===== src/rtl/preg_free_list_ctrl_if.sv =====
// rtl/preg_free_list_ctrl_if.sv - rename/commit bus for the physical-register free list
// Purpose: bundles the alloc, release, checkpoint and status signals of the free list.
// Signals:
//   alloc_req_i / alloc_gnt_o / alloc_preg_o  : renamer allocation handshake
//   release_valid_i / release_preg_i          : in-order commit release
//   ckpt_take_i / br_valid_i / br_hit_i       : branch checkpoint and resolve
//   free_count_o / empty_o / err_o            : registered status
// Modports: master = rename/commit side, slave = free-list controller.
interface preg_free_list_ctrl_if #(
   parameter int PREG_W = 6,
   parameter int PTR_W  = 6
);
   logic              alloc_req_i;
   logic              alloc_gnt_o;
   logic [PREG_W-1:0] alloc_preg_o;
   logic              release_valid_i;
   logic [PREG_W-1:0] release_preg_i;
   logic              ckpt_take_i;
   logic              br_valid_i;
   logic              br_hit_i;
   logic [PTR_W-1:0]  free_count_o;
   logic              empty_o;
   logic              err_o;

   modport master (
      output alloc_req_i, release_valid_i, release_preg_i,
             ckpt_take_i, br_valid_i, br_hit_i,
      input  alloc_gnt_o, alloc_preg_o, free_count_o, empty_o, err_o
   );

   modport slave (
      input  alloc_req_i, release_valid_i, release_preg_i,
             ckpt_take_i, br_valid_i, br_hit_i,
      output alloc_gnt_o, alloc_preg_o, free_count_o, empty_o, err_o
   );
endinterface


===== src/rtl/preg_free_list_ctrl.sv =====
// rtl/preg_free_list_ctrl.sv - circular-FIFO physical-register free list with branch checkpoint
// Purpose: grants one free preg per cycle (zero latency), accepts one committed release
//          per cycle, and restores the head pointer from a single checkpoint on mispredict.
// Ports:
//   clk   : clock
//   rst_i : synchronous active-high reset
//   bus   : preg_free_list_ctrl_if.slave (alloc, release, checkpoint, status)
module preg_free_list_ctrl #(
   parameter int NUM_PHYS_REGS = 64,
   parameter int NUM_ARCH_REGS = 32,
   parameter int PREG_W        = 6,
   parameter int DEPTH         = NUM_PHYS_REGS - NUM_ARCH_REGS,
   parameter int PTR_W         = $clog2(DEPTH) + 1
) (
   input  logic                 clk,
   input  logic                 rst_i,
   preg_free_list_ctrl_if.slave bus
);
   localparam int IDX_W = PTR_W - 1;

   logic [PREG_W-1:0] mem_q [DEPTH];
   logic [PREG_W-1:0] mem_d [DEPTH];
   logic [PTR_W-1:0]  head_q, head_d;
   logic [PTR_W-1:0]  tail_q, tail_d;
   logic [PTR_W-1:0]  ckpt_head_q, ckpt_head_d;
   logic              ckpt_valid_q, ckpt_valid_d;
   logic [PTR_W-1:0]  count_q, count_d;
   logic              empty_q, empty_d;
   logic              err_q, err_d;

   logic              full;
   logic              flush;
   logic              gnt;
   logic              rel_ok;
   logic [PTR_W-1:0]  head_next;
   logic [PTR_W-1:0]  restore_count;

   // full/empty come from the registered count, so a release arriving while the pool
   // is empty cannot be bypassed to the renamer, and a full pool drops the release
   // even if a grant happens in the same cycle.
   assign full  = (count_q == PTR_W'(DEPTH));
   assign flush = bus.br_valid_i & ~bus.br_hit_i & ckpt_valid_q;
   assign gnt   = bus.alloc_req_i & ~empty_q & ~flush & ~rst_i;

   assign bus.alloc_gnt_o  = gnt;
   assign bus.alloc_preg_o = mem_q[head_q[IDX_W-1:0]];
   assign bus.free_count_o = count_q;
   assign bus.empty_o      = empty_q;
   assign bus.err_o        = err_q;

   always_comb begin
      mem_d         = mem_q;
      head_d        = head_q;
      tail_d        = tail_q;
      ckpt_head_d   = ckpt_head_q;
      ckpt_valid_d  = ckpt_valid_q;
      err_d         = err_q;
      restore_count = '0;

      head_next = head_q + PTR_W'(gnt);
      rel_ok    = bus.release_valid_i & (bus.release_preg_i != '0) & ~full;

      if (rel_ok) begin
         mem_d[tail_q[IDX_W-1:0]] = bus.release_preg_i;
         tail_d = tail_q + PTR_W'(1);
      end
      if (bus.release_valid_i && (bus.release_preg_i != '0) && full) begin
         err_d = 1'b1;
      end

      head_d = head_next;
      if (flush) begin
         head_d = ckpt_head_q;
         // A restore that would yield more than DEPTH free entries means the
         // checkpoint and the release stream disagree; flag it but still restore.
         restore_count = tail_d - ckpt_head_q;
         if (restore_count > PTR_W'(DEPTH)) begin
            err_d = 1'b1;
         end
      end

      // Any resolve against a live checkpoint consumes it; a take in the same cycle
      // as a resolve is ignored so the branch being resolved is never re-armed.
      if (bus.br_valid_i) begin
         ckpt_valid_d = 1'b0;
      end else if (bus.ckpt_take_i) begin
         ckpt_head_d  = head_next;
         ckpt_valid_d = 1'b1;
      end

      count_d = tail_d - head_d;
      empty_d = (count_d == '0);
   end

   always_ff @(posedge clk) begin
      if (rst_i) begin
         for (int i = 0; i < DEPTH; i++) begin
            mem_q[i] <= PREG_W'(NUM_ARCH_REGS + i);
         end
         head_q       <= '0;
         tail_q       <= PTR_W'(DEPTH);
         ckpt_head_q  <= '0;
         ckpt_valid_q <= 1'b0;
         count_q      <= PTR_W'(DEPTH);
         empty_q      <= 1'b0;
         err_q        <= 1'b0;
      end else begin
         mem_q        <= mem_d;
         head_q       <= head_d;
         tail_q       <= tail_d;
         ckpt_head_q  <= ckpt_head_d;
         ckpt_valid_q <= ckpt_valid_d;
         count_q      <= count_d;
         empty_q      <= empty_d;
         err_q        <= err_d;
      end
   end
endmodule

===== src/flat_wrapper.sv =====
// flat-port wrapper written by rule: the top's interface ports become plain ports
module preg_free_list_ctrl_flat 
#(
   parameter int NUM_PHYS_REGS = 64,
   parameter int NUM_ARCH_REGS = 32,
   parameter int PREG_W        = 6,
   parameter int DEPTH         = NUM_PHYS_REGS - NUM_ARCH_REGS,
   parameter int PTR_W         = $clog2(DEPTH) + 1
)
  (clk, rst_i, bus_alloc_req_i, bus_release_valid_i, bus_release_preg_i, bus_ckpt_take_i, bus_br_valid_i, bus_br_hit_i, bus_alloc_gnt_o, bus_alloc_preg_o, bus_free_count_o, bus_empty_o, bus_err_o);
  preg_free_list_ctrl_if #(.PREG_W(PREG_W), .PTR_W(PTR_W)) bus_i ();
  input  logic clk;
  input  logic rst_i;
  input wire logic [$bits(bus_i.alloc_req_i)-1:0] bus_alloc_req_i;
  input wire logic [$bits(bus_i.release_valid_i)-1:0] bus_release_valid_i;
  input wire logic [$bits(bus_i.release_preg_i)-1:0] bus_release_preg_i;
  input wire logic [$bits(bus_i.ckpt_take_i)-1:0] bus_ckpt_take_i;
  input wire logic [$bits(bus_i.br_valid_i)-1:0] bus_br_valid_i;
  input wire logic [$bits(bus_i.br_hit_i)-1:0] bus_br_hit_i;
  output wire logic [$bits(bus_i.alloc_gnt_o)-1:0] bus_alloc_gnt_o;
  output wire logic [$bits(bus_i.alloc_preg_o)-1:0] bus_alloc_preg_o;
  output wire logic [$bits(bus_i.free_count_o)-1:0] bus_free_count_o;
  output wire logic [$bits(bus_i.empty_o)-1:0] bus_empty_o;
  output wire logic [$bits(bus_i.err_o)-1:0] bus_err_o;
  assign bus_i.alloc_req_i = bus_alloc_req_i;
  assign bus_i.release_valid_i = bus_release_valid_i;
  assign bus_i.release_preg_i = bus_release_preg_i;
  assign bus_i.ckpt_take_i = bus_ckpt_take_i;
  assign bus_i.br_valid_i = bus_br_valid_i;
  assign bus_i.br_hit_i = bus_br_hit_i;
  assign bus_alloc_gnt_o = bus_i.alloc_gnt_o;
  assign bus_alloc_preg_o = bus_i.alloc_preg_o;
  assign bus_free_count_o = bus_i.free_count_o;
  assign bus_empty_o = bus_i.empty_o;
  assign bus_err_o = bus_i.err_o;
  preg_free_list_ctrl #(.NUM_PHYS_REGS(NUM_PHYS_REGS), .NUM_ARCH_REGS(NUM_ARCH_REGS), .PREG_W(PREG_W), .DEPTH(DEPTH), .PTR_W(PTR_W)) u_core (.clk(clk), .rst_i(rst_i), .bus(bus_i));
endmodule

===== config.mk =====
export PLATFORM = sky130hd
export DESIGN_NAME = preg_free_list_ctrl_flat
export DESIGN_NICKNAME = d
export VERILOG_FILES = /design/src/rtl/preg_free_list_ctrl_if.sv /design/src/rtl/preg_free_list_ctrl.sv /design/src/flat_wrapper.sv
export SDC_FILE = /design/constraint.sdc
export NUM_CORES = 1
export LEC_CHECK = 0
export ABC_AREA = 1
export BUFFER_PORTS_ARGS = -buffer_cell sky130_fd_sc_hd__buf_2
export CORE_MARGIN = 2
export CORE_UTILIZATION = 34
export CTS_CLUSTER_SIZE = 14
export DETAILED_ROUTE_END_ITERATION = 10
export SYNTH_ARGS = -nofsm -noshare
export SYNTH_HDL_FRONTEND = slang
export SYNTH_SLANG_ARGS = --single-unit

===== constraint.sdc =====
create_clock -name clk -period 3.1 [get_ports clk]
set_input_delay 0 -clock clk [delete_from_list [all_inputs] [get_ports clk]]
set_output_delay 0 -clock clk [all_outputs]
set_load 0.01 [all_outputs]

# Yosys cells after proc, flatten, opt, wreduce, memory -nomap -nowiden

Cells that the tools add are included.

Eq/ne operators: 1
Bitwise operators: 15
Reductions and logical operators: 7
Multiplexer cells: 11
$lt $le $gt $ge: 4
$add $sub $neg: 4

Operators with widths:

| kind                | count |
|---|---|
| $bwmux 192          | 1 |
| $bmux 6 s5          | 1 |
| $demux 6 s5         | 1 |
| $mux 6              | 5 |
| $ge 6x6->1 const B  | 2 |
| $not 5->6           | 2 |
| $sub 6x6->6         | 2 |
| $and 1x1->1         | 7 |
| $add 6x1->6         | 1 |
| $add 6x1->6 const B | 1 |
| $eq 6x6->1 const B  | 1 |
| $gt 6x6->1 const B  | 1 |
| $logic_not 6->1     | 1 |
| $lt 6x1->1 const B  | 1 |
| $not 1->1           | 6 |
| $reduce_bool 6->1   | 1 |
| $logic_and 1x1->1   | 3 |
| $mux 1              | 3 |
| $reduce_and 2->1    | 1 |
| $reduce_or 2->1     | 1 |

Bits in registers: 219
Word-level logic and storage cells: 81
Input port bits: 13
Output and inout port bits: 15

# Depth between registers and ports, before layout

Gate-level depths: netlist of run 1.

Depth after elaboration: 10
Gate-level depth with buffers: 19
Mapped depth without buffers: 19

# Least setup slack after synthesis of run 1

Ideal clock, no wire load.

Path kind: register to register
From: register u_core.empty_q (netlist: u_core.bus.empty_o)
To: register u_core.empty_q (netlist: u_core.bus.empty_o)
Path slack: 0.184 ns
Arrival time: 2.852 ns
Clock period less this slack: 2.916 ns
Data required time: 3.036 ns
Stages on the path, launching flop included: 12
Path through: dfxtp_1 nor4_1 ha_1 ha_1 or2_2 o21ai_0 inv_1 fa_1 o21ai_0 xnor2_1 nand3_1 nor2_1

Longest elaborated chain between the ends: 8

Ends and longest elaborated chain:

| what                      | line                       | text |
|---|---|---|
| start: declaration        | preg_free_list_ctrl.sv:28  | `logic empty_q, empty_d;` |
| start signal: assignment  | preg_free_list_ctrl.sv:114 | `empty_q <= empty_d;` |
| $not 1->1                 | preg_free_list_ctrl.sv:43  | `assign gnt = bus.alloc_req_i & ~empty_q & ~flush & ~rst_i;` |
| $and 1x1->1 (3 in series) | preg_free_list_ctrl.sv:43  |  |
| net bus_alloc_gnt_o       | flat_wrapper.sv:20         | `output wire logic [$bits(bus_i.alloc_gnt_o)-1:0] bus_alloc_gnt_o;` |
| $add 6x1->6               | preg_free_list_ctrl.sv:60  | `head_next = head_q + PTR_W'(gnt);` |
| net u_core.head_next[1]   | preg_free_list_ctrl.sv:35  | `logic [PTR_W-1:0] head_next;` |
| $mux 6                    | preg_free_list_ctrl.sv:72  | `if (flush) begin` |
| net u_core.head_d[1]      | preg_free_list_ctrl.sv:23  | `logic [PTR_W-1:0] head_q, head_d;` |
| $sub 6x6->6               | preg_free_list_ctrl.sv:91  | `count_d = tail_d - head_d;` |
| $logic_not 6->1           | preg_free_list_ctrl.sv:92  | `empty_d = (count_d == '0);` |

The timed path passes the listed nets, and every way through them passes these cells.
A chain may end at the register's enable or synchronous reset.

# Final worst setup path of run 1

From: register u_core.head_q[0]
To: output bus_alloc_preg_o[1]

Longest elaborated chain between the ends: 4

Ends and longest elaborated chain:

| what                                       | line                       | text |
|---|---|---|
| start: declaration                         | preg_free_list_ctrl.sv:23  |  |
| start signal: assignment                   | preg_free_list_ctrl.sv:100 | `head_q <= '0;` |
| start signal: assignment                   | preg_free_list_ctrl.sv:109 | `head_q <= head_d;` |
| $not 5->6 (not written as such)            | preg_free_list_ctrl.sv:46  | `assign bus.alloc_preg_o = mem_q[head_q[IDX_W-1:0]];` |
| $bmux 6 s5                                 | preg_free_list_ctrl.sv:46  |  |
| $mux 6 (not written as such) (2 in series) | preg_free_list_ctrl.sv:46  |  |
| end: declaration                           | flat_wrapper.sv:21         | `output wire logic [$bits(bus_i.alloc_preg_o)-1:0] bus_alloc_preg_o;` |

No other way between the ends. The select of a mux whose other input is x is not followed.

==> run summary, run 1 <==
### Worst setup path
* FF-to-FF path depth: 13
* data arrival time of the worst path: 2890 ps
* Critical-path top delay cell: sky130_fd_sc_hd__buf_4
* capturing point of the worst reg2reg path: u_core.bus.empty_o
* FF-to-FF Start: u_core.ckpt_valid_q
* kind of critical path: register to primary output
* Worst EP required: 3100 ps
* top fanout value on the critical path: 53
* crit start category: register
* cell chain of the critical path: buf_4, buf_4, o21ai_0, o211ai_1, o211ai_1, nand4_1, o21ai_1, inv_1, buf_2
* Critical Path Max Stage Delay: 540 ps
* type of element capturing the critical path: primary output
* cell class contributing the biggest share of worst-path delay: buffers and inverters
* slack of the worst reg-to-reg path: 260 ps
* number of buffers and inverters on the critical path: 4

### Hold path
* hold_sp: bus_br_hit_i
* worst-case hold path end point: u_core.head_q[5]
* Hold Crit Depth: 6
* class of the tightest hold or removal check: primary input to register

### Floorplanning
* Initial Util: 34.4%
* DIE HEIGHT: 177 um
* Top-Level Pins: 28
* placeable core region: 29500 um^2
* Std-Cell Rows: 63
* die width: 177 um
* area enclosed by the die boundary: 31200 um^2

### Power and ir drop
* part of the power in the clock network: 41.1%
* cell-internal power: 5.25 mW
* part of the power in combinational logic: 19.1%
* power per unit of standard cell area: 654 nW/um^2
* Static Leak: 5.09 nW
* Pwr Total: 7.55 mW
* switching power: 2.31 mW
* IR Drop Worst-Case VDD: 0.000450 V
* relative contribution of sequential cells to total power: 39.8%
* switching share of total power: 30.5%

### Timing
* max-slew headroom at the worst pin: 41.1%
* hold violation count in the final report: 0
* setup repair after global routing missed its margin: no
* maximum clock frequency: 347 MHz
* final setup violation count: 0
* final critical path time including I/O delays and setup: 2890 ps
* Total Negative Setup Slacks: 0 ps
* Slew @ Worst Pin: 884 ps
* worst hold slack: 61.9 ps
* Final Max Tran Viols: 0
* min setup slack post-route: 215 ps
* Clock Skew: 15.0 ps
* ratio of final minimum period to clock period: 93.1%

### Synth
* most common library cells after synthesis: 306 x sky130_fd_sc_hd__nor2_1, 288 x sky130_fd_sc_hd__nand2_1, 219 x sky130_fd_sc_hd__dfxtp_1, 160 x sky130_fd_sc_hd__o21ai_0, 140 x sky130_fd_sc_hd__nand3_1
* largest cells by area after synthesis: sky130_fd_sc_hd__dfxtp_1 43%, sky130_fd_sc_hd__nor2_1 11%, sky130_fd_sc_hd__nand2_1 11%
* number of enable flip-flop cells after synthesis: 0
* library cell with the highest instance count after synthesis: sky130_fd_sc_hd__nor2_1
* post-synthesis sequential area ratio: 43.2%
* Post-Synthesis Cells: 1474
* count of unique library cells instantiated by Yosys: 33
* per-instance average area after synthesis: 6.88 um^2
* share of the synthesized area in the top cell type: 43.2%
* number of storage elements in the synthesis netlist: 219
* summed instance area of the synthesized netlist: 10100 um^2
* share of async-settable or async-resettable flops after synthesis: 0%
* leading area contributor after synthesis: sky130_fd_sc_hd__dfxtp_1
* synth warn: 0
* leading register cell type out of synthesis: sky130_fd_sc_hd__dfxtp_1
* number of nets in the synthesized netlist: 1505

### Placed design
* HPWL reported at the end of detailed placement: 18800 um
* setup slack after placement: 117 ps
* Placement Cell Area: 10600 um^2
* placed instance count: 1826
* count of port buffers added during placement: 27
* final weighted congestion in routability-driven placement: 0.840

### Clocking
* level count of the clock H-tree: 1
* clock tree from TritonCTS: yes
* latest clock arrival within the worst-skew pair: 540 ps
* sink count of the clock tree: 219
* post-CTS setup buffer count: 0
* clock slew at the register clock pins of the worst setup and hold paths: 60 ps
* Inserted Clock Buffers: 26
* CTS root buffer: sky130_fd_sc_hd__clkbuf_16
* maximum clock path buffer count: 3

### Drt
* post-DR wirelength/cell: 16.2 um
* via density per instance: 5.07
* via total after detailed routing: 9531
* drt first-iter violations: 1109
* First-pass DRT Iterations: 7
* number of nets with antenna violations after detailed routing: 0
* final wirelength: 30500 um
* number of DRC violations after detailed routing: 0

### Final layout
* proportion of layout cells with a drive suffix above 1: 10.9%
* final cell count without fillers: 1879
* Final Util: 39.2%
* count of filler cells inserted in the layout: 3140
* antenna fix cells: 0
* number of nets at the end of the flow: 1500
* area added between synthesis and finish: 13.8%
* final design instance area without fill: 11500 um^2

### Global routing
* largest net degree at the start of global routing: 196
* total gr overflow: 0
* gr usage total: 19.4%
* wire length of the first global-routing pass: 48900 um
* vias in the first global route: 9011
* number of antenna violations at the first check in global routing: 0

### Job
* count of max-cap constraint violations: 0

### Outcome
* status: complete, no violations

==> per-layer routing <==
metal	wire (um)	GRT usage, %
met5	0	0
met4	897	6.37
met3	1670	2.68
met2	13800	31.5
met1	14100	26.6
==> cell type report <==
| class | instances | area (um^2) | area share [%] |
|---|---|---|---|
| Multi-Input combinational cell | 1083 | 5110 | 44.3 |
| Tap cell | 390 | 488 | 4.23 |
| Clock inverter | 12 | 128 | 1.11 |
| Clock buffer | 36 | 748 | 6.48 |
| Sequential cell | 219 | 4390 | 38.0 |
| Timing Repair Buffer | 50 | 345 | 2.99 |
| Inverter | 89 | 337 | 2.91 |
==> cell usage in the layout, fill, tap and decap left out, drive strengths merged, types with 3 or more instances in the layout <==
cell type	count
nor2	337
inv	88
xnor2	5
nand4	6
or2	3
a21oi	14
nand2	293
clkbuf	36
dfxtp	219
xor2	5
buf	45
ha	16
o21ai	199
o211ai	17
nand3	140
o221ai	8
o22ai	30
dlygate4sd3	5
clkinv	11
nor3	4
==> sequential cells by signal (all words and copies together), names as in the netlist <==
name,cells
u_core.mem_q,192
u_core.ckpt_valid_q,1
u_core.bus.empty_o,1
u_core.tail_q,6
u_core.bus.free_count_o,6
u_core.head_q,6
u_core.bus.err_o,1
u_core.ckpt_head_q,6
==> repair_timing <==
item                                    in CTS  in global routing
endpoints found under the setup margin       0                  3
hold endpoints to repair                    20                  0
gates resized for setup                      0                  3
hold buffers                                 5                  0
==> power groups by stage <==
| stage | clock (mW) | combinational (mW) | sequential [mW] |
|---|---|---|---|
| floorplan | 0 | 0.972 | 3.07 |
| global placement | 0 | 1.41 | 3.06 |
| detailed placement | 0 | 1.42 | 3.06 |
| CTS | 3.15 | 1.43 | 3.01 |
| global route | 3.28 | 1.60 | 3.02 |
| finish | 3.10 | 1.44 | 3.01 |
==> worst register-to-register path, delay by kind of cell, from the launching register on <==
kind,cells,cell delay (ps)
AND/OR/NAND/NOR,5,800
adder cells (fa/ha/maj),3,970
XOR/XNOR,1,160
AO/OA/AOI/OAI,2,350
flip-flops,1,320
buffers and inverters,2,190
==> logic make-up after synthesis <==
group / synth area share [%]
AOI/OAI and AO/OA: 14.4
xor gates and xnor gates: 0.863
adders and majority gates: 2.37
and+or+nand+nor: 32.6
buffers and inverters: 6.50
DFF: 43.2
==> how the worst max path moves through the flow <==
stage / start / to / cells after the start
floorplan: u_core.bus.empty_o / u_core.bus.empty_o / 11
global placement: u_core.ckpt_valid_q / u_core.bus.empty_o / 13
detailed placement: u_core.ckpt_valid_q / u_core.bus.empty_o / 13
CTS: u_core.ckpt_valid_q / u_core.bus.empty_o / 13
global route: u_core.ckpt_valid_q / u_core.bus.empty_o / 13
finish: u_core.head_q[0] / bus_alloc_preg_o[1] / 9
Power figures use the tool's default switching activity.
==> run 2: changes to the inputs <==
Settings changed: CORE_UTILIZATION 34 to 52, PLACE_DENSITY from default to 0.68.
==> run 2 against run 1 <==
Effect of this change:
- clock skew fell by 3.7 ps
- die area fell by 34%
- critical endpoint is now bus_alloc_preg_o[2]
- cell area fell by 2.6%
- worst setup slack got worse by 82 ps
- hold slack got worse by 30 ps
- clock power fell by 12%
- core utilization rose by 19 points
- register-to-register slack barely moved
- largest power group is now registers
- critical path depth fell by 1
==> run summary, run 2 (synthesis gave the netlist of run 1 again) <==
### Power and ir drop
* IR Drop Worst-Case VDD: 0.000491 V, +9.2%
* Static Leak: 5.01 nW, -1.7%
* power per unit of standard cell area: 638 nW/um^2, -2.5%

### Final layout
* final cell count without fillers: 1746, -7.1%
* proportion of layout cells with a drive suffix above 1: 10.2%, -0.75 points
* register bank with the most flops: u_core.mem_q
* number of flip-flops under the largest register name: 192, unchanged
* area added between synthesis and finish: 10.9%
* commonest cells after routing, fill and taps aside: 306 x sky130_fd_sc_hd__nor2_1, 288 x sky130_fd_sc_hd__nand2_1, 217 x sky130_fd_sc_hd__dfxtp_1
* most common library cell in the layout ignoring fill and taps: sky130_fd_sc_hd__nor2_1
* count of filler cells inserted in the layout: 1867, -41%
* final design instance area without fill: 11200 um^2, -2.6%
* antenna fix cells: 0, unchanged
* number of nets at the end of the flow: 1499, -0.067%

### Worst setup path
* cell class contributing the biggest share of worst-path delay: buffers and inverters
* kind of critical path: register to primary output
* Worst EP required: 3100 ps, about the same
* most prevalent standard cell on the critical path: sky130_fd_sc_hd__nand3_1
* top fanout value on the critical path: 96, +81%
* Critical-path top delay cell: sky130_fd_sc_hd__buf_4
* type of element capturing the critical path: primary output
* data arrival time of the worst path: 2970 ps, +80 ps
* cell chain of the critical path: buf_4, o21ai_0, o221ai_1, nand3_1, nand3_1, o21ai_1, inv_1, buf_2
* Critical Path Max Stage Delay: 740 ps, +200 ps
* crit start category: register
* number of buffers and inverters on the critical path: 3, -1

### Timing
* hold violation count in the final report: 0, unchanged
* Slew @ Worst Pin: 1050 ps, +171 ps
* final setup violation count: 0, unchanged
* max-slew headroom at the worst pin: 29.7%, -11 points
* ratio of final minimum period to clock period: 95.7%, +2.6 points
* Clock Skew: 11.3 ps, -3.72 ps
* Total Negative Setup Slacks: 0 ps, unchanged
* final critical path time including I/O delays and setup: 2970 ps, +82.1 ps
* Final Max Tran Viols: 0, unchanged
* maximum clock frequency: 337 MHz, -2.8%
* setup repair after global routing missed its margin: no
* min setup slack post-route: 133 ps, -82.1 ps

### Placed design
* Placement Cell Area: 10500 um^2, -1.5%
* count of port buffers added during placement: 27, unchanged
* HPWL reported at the end of detailed placement: 18100 um, -4.0%
* placed instance count: 1701, -6.8%
* final weighted congestion in routability-driven placement: 0.941, +12%
* setup slack after placement: 246 ps, +130 ps

### Clocking
* Inserted Clock Buffers: 25, -3.8%
* clock slew at the register clock pins of the worst setup and hold paths: 60 ps, about the same
* sink count of the clock tree: 219, unchanged
* latest clock arrival within the worst-skew pair: 520 ps, -20 ps
* maximum clock path buffer count: 3, unchanged
* post-CTS setup buffer count: 0, unchanged
* level count of the clock H-tree: 1, unchanged
* CTS root buffer: sky130_fd_sc_hd__clkbuf_16
* clock tree from TritonCTS: yes

### Global routing
* largest net degree at the start of global routing: 97, -51%
* met3 usage in global routing: 4.37%, +1.7 points
* global-route layer with the greatest usage: met2
* vias in the first global route: 8670, -3.8%
* gr usage total: 27.8%, +8.4 points
* total gr overflow: 0, unchanged
* wire length of the first global-routing pass: 45800 um, -6.4%
* met2 usage: 43.0%, +11 points
* number of antenna violations at the first check in global routing: 0, unchanged
* GRT met1 Usage: 40.7%, +14 points

### Drt
* First-pass DRT Iterations: 5, -2
* number of nets with antenna violations after detailed routing: 0, unchanged
* via total after detailed routing: 9577, +0.48%
* final wirelength: 28700 um, -6.1%
* number of DRC violations after detailed routing: 0, unchanged
* via density per instance: 5.49, +8.1%
* post-DR wirelength/cell: 16.4 um, +1.1%
* drt first-iter violations: 775, -30%

### Floorplanning
* Initial Util: 52.5%, +18 points
* DIE HEIGHT: 144 um, -19%
* die width: 144 um, -19%
* Top-Level Pins: 28, unchanged
* placeable core region: 19300 um^2, -34%
* Std-Cell Rows: 51, -19%
* area enclosed by the die boundary: 20600 um^2, -34%

### Hold path
* class of the tightest hold or removal check: primary input to register

### Job
* count of max-cap constraint violations: 0, unchanged

### Outcome
* status: complete, no violations

## run 2: tightest hold or removal path, delay by kind of cell
family / cells / cell delay, ps
AO/OA/AOI/OAI: 2 / 230
buffers and inverters: 1 / 90
AND/OR/NAND/NOR: 2 / 190
## run 2: power breakdown
group | switching (mW) | total [mW] | internal (mW)
clock | 1.14 | 2.73 | 1.59
sequential | 0.0722 | 3.01 | 2.94
combinational | 0.984 | 1.44 | 0.457
## run 2: timing repair
action,4_1_cts,5_1_grt
hold buffers,5,0
gates resized for setup,0,2
endpoints found under the hold margin,20,0
setup endpoints to repair,0,1
## run 2: path summary, 6_finish.rpt
check / end / slack (ps) / cells past startpoint / from
setup / recovery: bus_alloc_preg_o[2] / 130 / 8 / u_core.head_q[0]
hold / removal: u_core.bus.err_o / 30 / 5 / bus_release_preg_i[1]
setup reg to reg: u_core.bus.empty_o / 270 / 13 / u_core.ckpt_valid_q
hold reg to reg: u_core.mem_q[131] / 450 / 2 / u_core.mem_q[131]
## run 2: final cells by class
type                       count  area (um^2)  share of cell area, %
timing repair buffer          50          345                   3.07
inverter                      89          337                   2.99
sequential                   219         4390                   39.0
tap                          265          332                   2.95
multi-input combinational   1083         5110                   45.4
clock inverter                 2         16.3                  0.145
clock buffer                  38          724                   6.44
## run 2: through the flow
step / hold WS, ps / total power, mW / utilization, %
3_3_place_gp: 183 / 4.46 / 54.1
4_1_cts: 18.4 / 7.19 / 58.2
3_5_place_dp: 191 / 4.47 / 54.1
5_1_grt: 66.1 / 7.49 / 58.2
2_1_floorplan: 79.3 / 4.04 / -
6_report: 31.6 / 7.18 / 58.2
## run 2: metal layers
layer / vias to the layer above / routed length [um]
li1: 4794 / -
met1: 4401 / 13200
met2: 342 / 12600
met3: 40 / 2210
met4: 0 / 629
met5: - / 0
